[config.mk]
export PLATFORM = sky130hd
export DESIGN_NAME = pipe_stage_reg
export DESIGN_NICKNAME = d
export VERILOG_FILES = /design/src/rtl/pipe_pkg.sv /design/src/rtl/pipe_stage_stats.sv /design/src/rtl/pipe_stage_reg.sv
export SDC_FILE = /design/constraint.sdc
export NUM_CORES = 1
export LEC_CHECK = 0
export CORE_ASPECT_RATIO = 0.7
export CORE_MARGIN = 2
export CORE_UTILIZATION = 25
export CTS_CLUSTER_DIAMETER = 100
export DETAILED_ROUTE_END_ITERATION = 6
export GPL_ROUTABILITY_DRIVEN = 0
export GPL_TIMING_DRIVEN = 0
export PLACE_DENSITY = 0.5
export SLEW_MARGIN = 10
export SYNTH_ARGS = -nofsm -noshare
export SYNTH_HDL_FRONTEND = slang
export SYNTH_SLANG_ARGS = --single-unit
[constraint.sdc]
create_clock -name clk -period 3.61 [get_ports clk]
set_input_delay 0.5415 -clock clk [delete_from_list [all_inputs] [get_ports clk]]
set_output_delay 0.5415 -clock clk [all_outputs]
set_load 0.02 [all_outputs]
[src/rtl/pipe_pkg.sv]
// Shared types and constants for the parametrised pipeline stage register.
package pipe_pkg;

    typedef enum logic [1:0] {
        EMPTY = 2'd0,
        FULL  = 2'd1,
        SKID  = 2'd2
    } pipe_state_t;

    // Default bubble payload; stages may override via NOP_DATA.
    localparam logic [31:0] PIPE_NOP_DEFAULT = 32'h0000_0000;

endpackage

[src/rtl/pipe_stage_stats.sv]
// Saturating stall/flush counter pair; cleared only by the synchronous active-low reset.
module pipe_stage_stats
    import pipe_pkg::*;
#(
    parameter int unsigned CNT_W = 16
) (
    input  logic             clk,
    input  logic             rst,
    input  logic             stall_inc,
    input  logic             flush_inc,
    output logic [CNT_W-1:0] stall_cnt,
    output logic [CNT_W-1:0] flush_cnt
);

    localparam logic [CNT_W-1:0] CNT_ONE = CNT_W'(1);

    function automatic logic [CNT_W-1:0] sat_inc(input logic [CNT_W-1:0] v, input logic en);
        if (en && (v != {CNT_W{1'b1}})) begin
            return v + CNT_ONE;
        end else begin
            return v;
        end
    endfunction

    logic [CNT_W-1:0] stall_q, stall_d;
    logic [CNT_W-1:0] flush_q, flush_d;

    // Next counter values with saturation at all-ones.
    always_comb begin
        stall_d = sat_inc(stall_q, stall_inc);
        flush_d = sat_inc(flush_q, flush_inc);
    end

    // Counter registers.
    always_ff @(posedge clk) begin
        if (!rst) begin
            stall_q <= {CNT_W{1'b0}};
            flush_q <= {CNT_W{1'b0}};
        end else begin
            stall_q <= stall_d;
            flush_q <= flush_d;
        end
    end

    assign stall_cnt = stall_q;
    assign flush_cnt = flush_q;

endmodule

[src/rtl/pipe_stage_reg.sv]
// Pipeline stage register with valid/ready handshake, 2-entry skid buffer, freeze and flush.
// Optional statistics counters are built when PIPE_STAGE_STATS_EN is defined.
module pipe_stage_reg
    import pipe_pkg::*;
#(
    parameter int unsigned           DATA_W   = 32,
    parameter int unsigned           PC_W     = 32,
    parameter logic [DATA_W-1:0]     NOP_DATA = DATA_W'(PIPE_NOP_DEFAULT),
    parameter logic [PC_W-1:0]       PC_RESET = {PC_W{1'b0}},
    parameter int unsigned           CNT_W    = 16
) (
    input  logic              clk,
    input  logic              rst,
    input  logic              freeze,
    input  logic              flush,
    input  logic              in_valid,
    output logic              in_ready,
    input  logic [PC_W-1:0]   in_pc,
    input  logic [DATA_W-1:0] in_data,
    output logic              out_valid,
    input  logic              out_ready,
    output logic [PC_W-1:0]   out_pc,
    output logic [DATA_W-1:0] out_data
`ifdef PIPE_STAGE_STATS_EN
    ,
    output logic [CNT_W-1:0]  stall_cnt,
    output logic [CNT_W-1:0]  flush_cnt
`endif
);

    if ((CNT_W < 1) || (DATA_W < 1) || (PC_W < 1)) begin : g_bad_param
        $error("pipe_stage_reg: all widths must be at least 1");
    end

    pipe_state_t       state_q, state_d;
    logic [PC_W-1:0]   main_pc_q, main_pc_d, skid_pc_q, skid_pc_d;
    logic [DATA_W-1:0] main_data_q, main_data_d, skid_data_q, skid_data_d;
    logic              main_valid_q, main_valid_d, skid_valid_q, skid_valid_d;
    logic              in_fire_s, out_fire_s;

    // in_ready comes from registered state only, so no path from out_ready.
    assign in_ready   = rst & (state_q != SKID) & ~freeze;
    assign out_valid  = main_valid_q & ~freeze;
    assign out_pc     = main_pc_q;
    assign out_data   = main_data_q;
    assign in_fire_s  = in_valid & in_ready;
    assign out_fire_s = out_valid & out_ready;

    // Next-state and datapath selection; freeze needs no branch since both fires are masked.
    always_comb begin
        state_d      = state_q;
        main_pc_d    = main_pc_q;
        main_data_d  = main_data_q;
        main_valid_d = main_valid_q;
        skid_pc_d    = skid_pc_q;
        skid_data_d  = skid_data_q;
        skid_valid_d = skid_valid_q;
        if (flush) begin
            state_d      = EMPTY;
            main_pc_d    = PC_RESET;
            main_data_d  = NOP_DATA;
            main_valid_d = 1'b0;
            skid_pc_d    = PC_RESET;
            skid_data_d  = NOP_DATA;
            skid_valid_d = 1'b0;
        end else begin
            case (state_q)
                EMPTY: begin
                    if (in_fire_s) begin
                        state_d      = FULL;
                        main_pc_d    = in_pc;
                        main_data_d  = in_data;
                        main_valid_d = 1'b1;
                    end else begin
                        state_d = EMPTY;
                    end
                end
                FULL: begin
                    if (in_fire_s && out_fire_s) begin
                        state_d     = FULL;
                        main_pc_d   = in_pc;
                        main_data_d = in_data;
                    end else if (in_fire_s) begin
                        state_d      = SKID;
                        skid_pc_d    = in_pc;
                        skid_data_d  = in_data;
                        skid_valid_d = 1'b1;
                    end else if (out_fire_s) begin
                        state_d      = EMPTY;
                        main_valid_d = 1'b0;
                    end else begin
                        state_d = FULL;
                    end
                end
                SKID: begin
                    if (out_fire_s) begin
                        state_d      = FULL;
                        main_pc_d    = skid_pc_q;
                        main_data_d  = skid_data_q;
                        skid_valid_d = 1'b0;
                    end else begin
                        state_d = SKID;
                    end
                end
                default: begin
                    state_d      = EMPTY;
                    main_valid_d = 1'b0;
                    skid_valid_d = 1'b0;
                end
            endcase
        end
    end

    // State and storage registers.
    always_ff @(posedge clk) begin
        if (!rst) begin
            state_q      <= EMPTY;
            main_pc_q    <= PC_RESET;
            main_data_q  <= NOP_DATA;
            main_valid_q <= 1'b0;
            skid_pc_q    <= PC_RESET;
            skid_data_q  <= NOP_DATA;
            skid_valid_q <= 1'b0;
        end else begin
            state_q      <= state_d;
            main_pc_q    <= main_pc_d;
            main_data_q  <= main_data_d;
            main_valid_q <= main_valid_d;
            skid_pc_q    <= skid_pc_d;
            skid_data_q  <= skid_data_d;
            skid_valid_q <= skid_valid_d;
        end
    end

`ifdef PIPE_STAGE_STATS_EN
    pipe_stage_stats #(
        .CNT_W(CNT_W)
    ) u_stats (
        .clk      (clk),
        .rst      (rst),
        .stall_inc(main_valid_q & (~out_ready | freeze)),
        .flush_inc(flush),
        .stall_cnt(stall_cnt),
        .flush_cnt(flush_cnt)
    );
`endif

endmodule

==> results.md <==
- Core area: 23,800 sq um
- Period utilization: 0.681
- DIE AREA: 25,700 sq um
- Worst reg2reg startpoint: state_q[0]
- # rows: 47
- HP Start: skid_data_q[30]
- Largest net degree at the start of global routing: 17
- Final setup margin: 1.15 ns
- Tot Pwr: 3.64 mW
- Setup violators final: 0
- Worst EP required: a little over 3 ns
- Critical path data arrival time: 1.92 ns
- CTS tree: yes
- Clock sinks: 131
- DRC viols: 0
- Via Count: about 4,800
- Nets: 820
- Clock latency on the worst-skew pair: 0.42 ns
- #FFs+latches synth: 131
- WHS Endpoint: skid_data_q[30]
- P_leak: approximately 3.1 nW
- Initial core utilization: 0.256
- Status: finished, final reports clean
- Final wirelength: 17,800 um
- Syn nets: about 670
- First-pass iteration count of the detailed router: 6
- CP dominant cell by count: clkdlybuf4s50_1
- Hold depth: 2
- CTS buffer count: 17
- Clock Pin Slew Worst Setup and Hold Paths: 0.06 ns
- PortBufs: approximately 140
- Wire per inst: 16.5 um
- Synth cell types: 28
- Nature of the critical path startpoint: input pin
- Worst R2R Setup Slack: approximately 1.7 ns
- Minimum clock period: between 2 and 2.5 ns
- Slew HR: 0.365
- Pwr dens: 429 nW/um^2
- Final setup skew: 0.00773 ns
- Crit path largest cell delay: around 0.63 ns
- Mapped cell area: just over 6000 sq um
- CTS Root Cell: clkbuf_16
- Fin util: 0.356
- Placed Area: 7860 sq um
- Depth of the CTS H-tree: 4
- CP Max Fanout: 5
- Sequential share of the synthesized area: 0.429
- Fillers: 2,417
- Worst IR drop on VDD: 301 uV
- Worst slew pin tran: 0.953 ns
- Place WS: about 1.0 ns
- Clock buffer depth: 2
- Final Max Slew Viols: 0
- Cts hold-fix bufs: 0
- Synth Warn #: 0
- Antenna Nets Post-Route: 0
- Buffers & Inverters on Critical Path: 2
- Via-to-Cell Ratio: 4.43
- CP delay by family, top: buffers and inverters
- Final Hold Violating Endpoints: 0
- Post-Route Setup TNS: 0 ns
- Vias in the first global route: roughly 4,600
- # IOs: 136
- Filler-free cell count of the finished design: 1,082
- Placed cells: approximately 1,000
- R2r worst-path depth: 6
- Slowest cell on crit path: clkdlybuf4s50_1
- Die height: 135 um
- Share of layout cells above drive strength 1: 0.260
- Initial drt markers: 200
- Most frequent cells in the layout: 135 x clkdlybuf4s50_1, 131 x dfxtp_1, 130 x nand2_1, 71 x a21oi_1, 64 x mux2i_1
- Final Hold Slack: around 0.45 ns
- Final Instance Area: around 8500 sq um
- CP Class: input pin to primary output
- Critical-path cell list: clkdlybuf4s50_1 -> nor3b_1 -> clkdlybuf4s50_1
- Initial antenna violation count: 1
- Width of the die: between 150 and 200 um
- CP Capture Type: primary output
- Post-cts sizing count: 0
- Worst r2r dst: out_data[5]
- GR Overflow Total: 0
- Hold Path Class: flop to flop
- Area grow syn2layout: 38.8%
- Post-DP HPWL: between 10,000 and 15,000 um
- F_max: 0.407 GHz
- # Post-CTS Setup Buffers: 0
- RSZ-0062 raised after global routing: false
- Max-Cap Viols: 0
- Leading cell type in the layout, fill and taps excluded: clkdlybuf4s50_1
- First-pass GRT wire length: roughly 27,000 um
- Synthesized area per cell: 10.2 sq um
- Synthesized netlist cell count: 596
- GRT Util Overall: 0.140
[flip-flops by register name, summed over array words and instances, names as in the netlist]
register / flops
out_pc: 32
skid_data_q: 32
main_valid_q: 1
out_data: 32
state_q: 2
skid_pc_q: 32
[report_power, final]
part,internal [mW],switching [mW],leakage (nW)
Sequential,1.46,0.0136,1.06
Combinational,0.167,0.162,1.80
Clock,1.12,0.713,0.291
[tightest hold or removal path, cell delays in order, from the launching register on]
cell and delay (ns):
dfxtp_1 0.30, nand2_1 0.05, a21oi_1 0.05
[Yosys cell counts]
cell	number	share of area
a21boi_4	1	0.0031
a21oi_1	71	0.058
a21oi_2	60	0.086
a31oi_1	1	0.0010
and3_1	1	0.0010
and3b_1	1	0.0014
and4b_1	1	0.0016
and4bb_4	1	0.0027
buf_12	14	0.046
buf_2	12	0.0098
buf_4	15	0.018
clkbuf_1	14	0.0086
dfxtp_1	131	0.43
mux2i_1	64	0.10
nand2_1	130	0.080
nand2b_1	2	0.0020
nand2b_4	1	0.0023
nand3_2	1	0.0016
nand3b_1	2	0.0025
nand3b_4	1	0.0033
nor2_2	1	0.0010
nor2b_1	3	0.0031
nor3_1	1	0.00082
nor3b_1	1	0.0012
o21bai_1	1	0.0012
o31ai_1	4	0.0049
o31ai_2	60	0.12
or3_1	1	0.0010
[logic make-up after synthesis]
family	after synthesis	share of synthesized area
simple gates	148	0.106
flops	131	0.429
buf+inv	55	0.0828
compound gates	198	0.277
mux	64	0.105
[layer usage]
metal  share of wire  GRT usage  up-vias  routed length [um]
met1            0.54      0.214     2231                9610
met5               0          0        -                   0
li1                -          -     2423                   -
met4           0.010     0.0426        0                 187
met3           0.052     0.0379       14                 921
met2            0.40      0.187      122                7110
[worst max-delay path by stage]
stage            from            to  slack (ns)  cells past startpoint
6_report          rst      in_ready        1.15                      3
3_3_place_gp   freeze  out_data[12]        1.01                      6
5_1_grt           rst      in_ready        1.06                      3
3_5_place_dp      rst  out_data[16]        1.02                      6
2_1_floorplan  freeze   out_data[0]        1.92                      6
4_1_cts           rst      in_ready        1.14                      3
[cell type report]
class	instances	area [sq um]	share of cell area
plain buffers	55	505	0.0596
diodes	1	2.50	0.000295
well taps	318	398	0.0469
flip-flops and latches	131	2620	0.309
repair buffers	135	1350	0.159
clock inverters	13	174	0.0205
multi-input cells	410	2980	0.351
clock buffers	19	443	0.0523
Power figures use the tool's default switching activity.
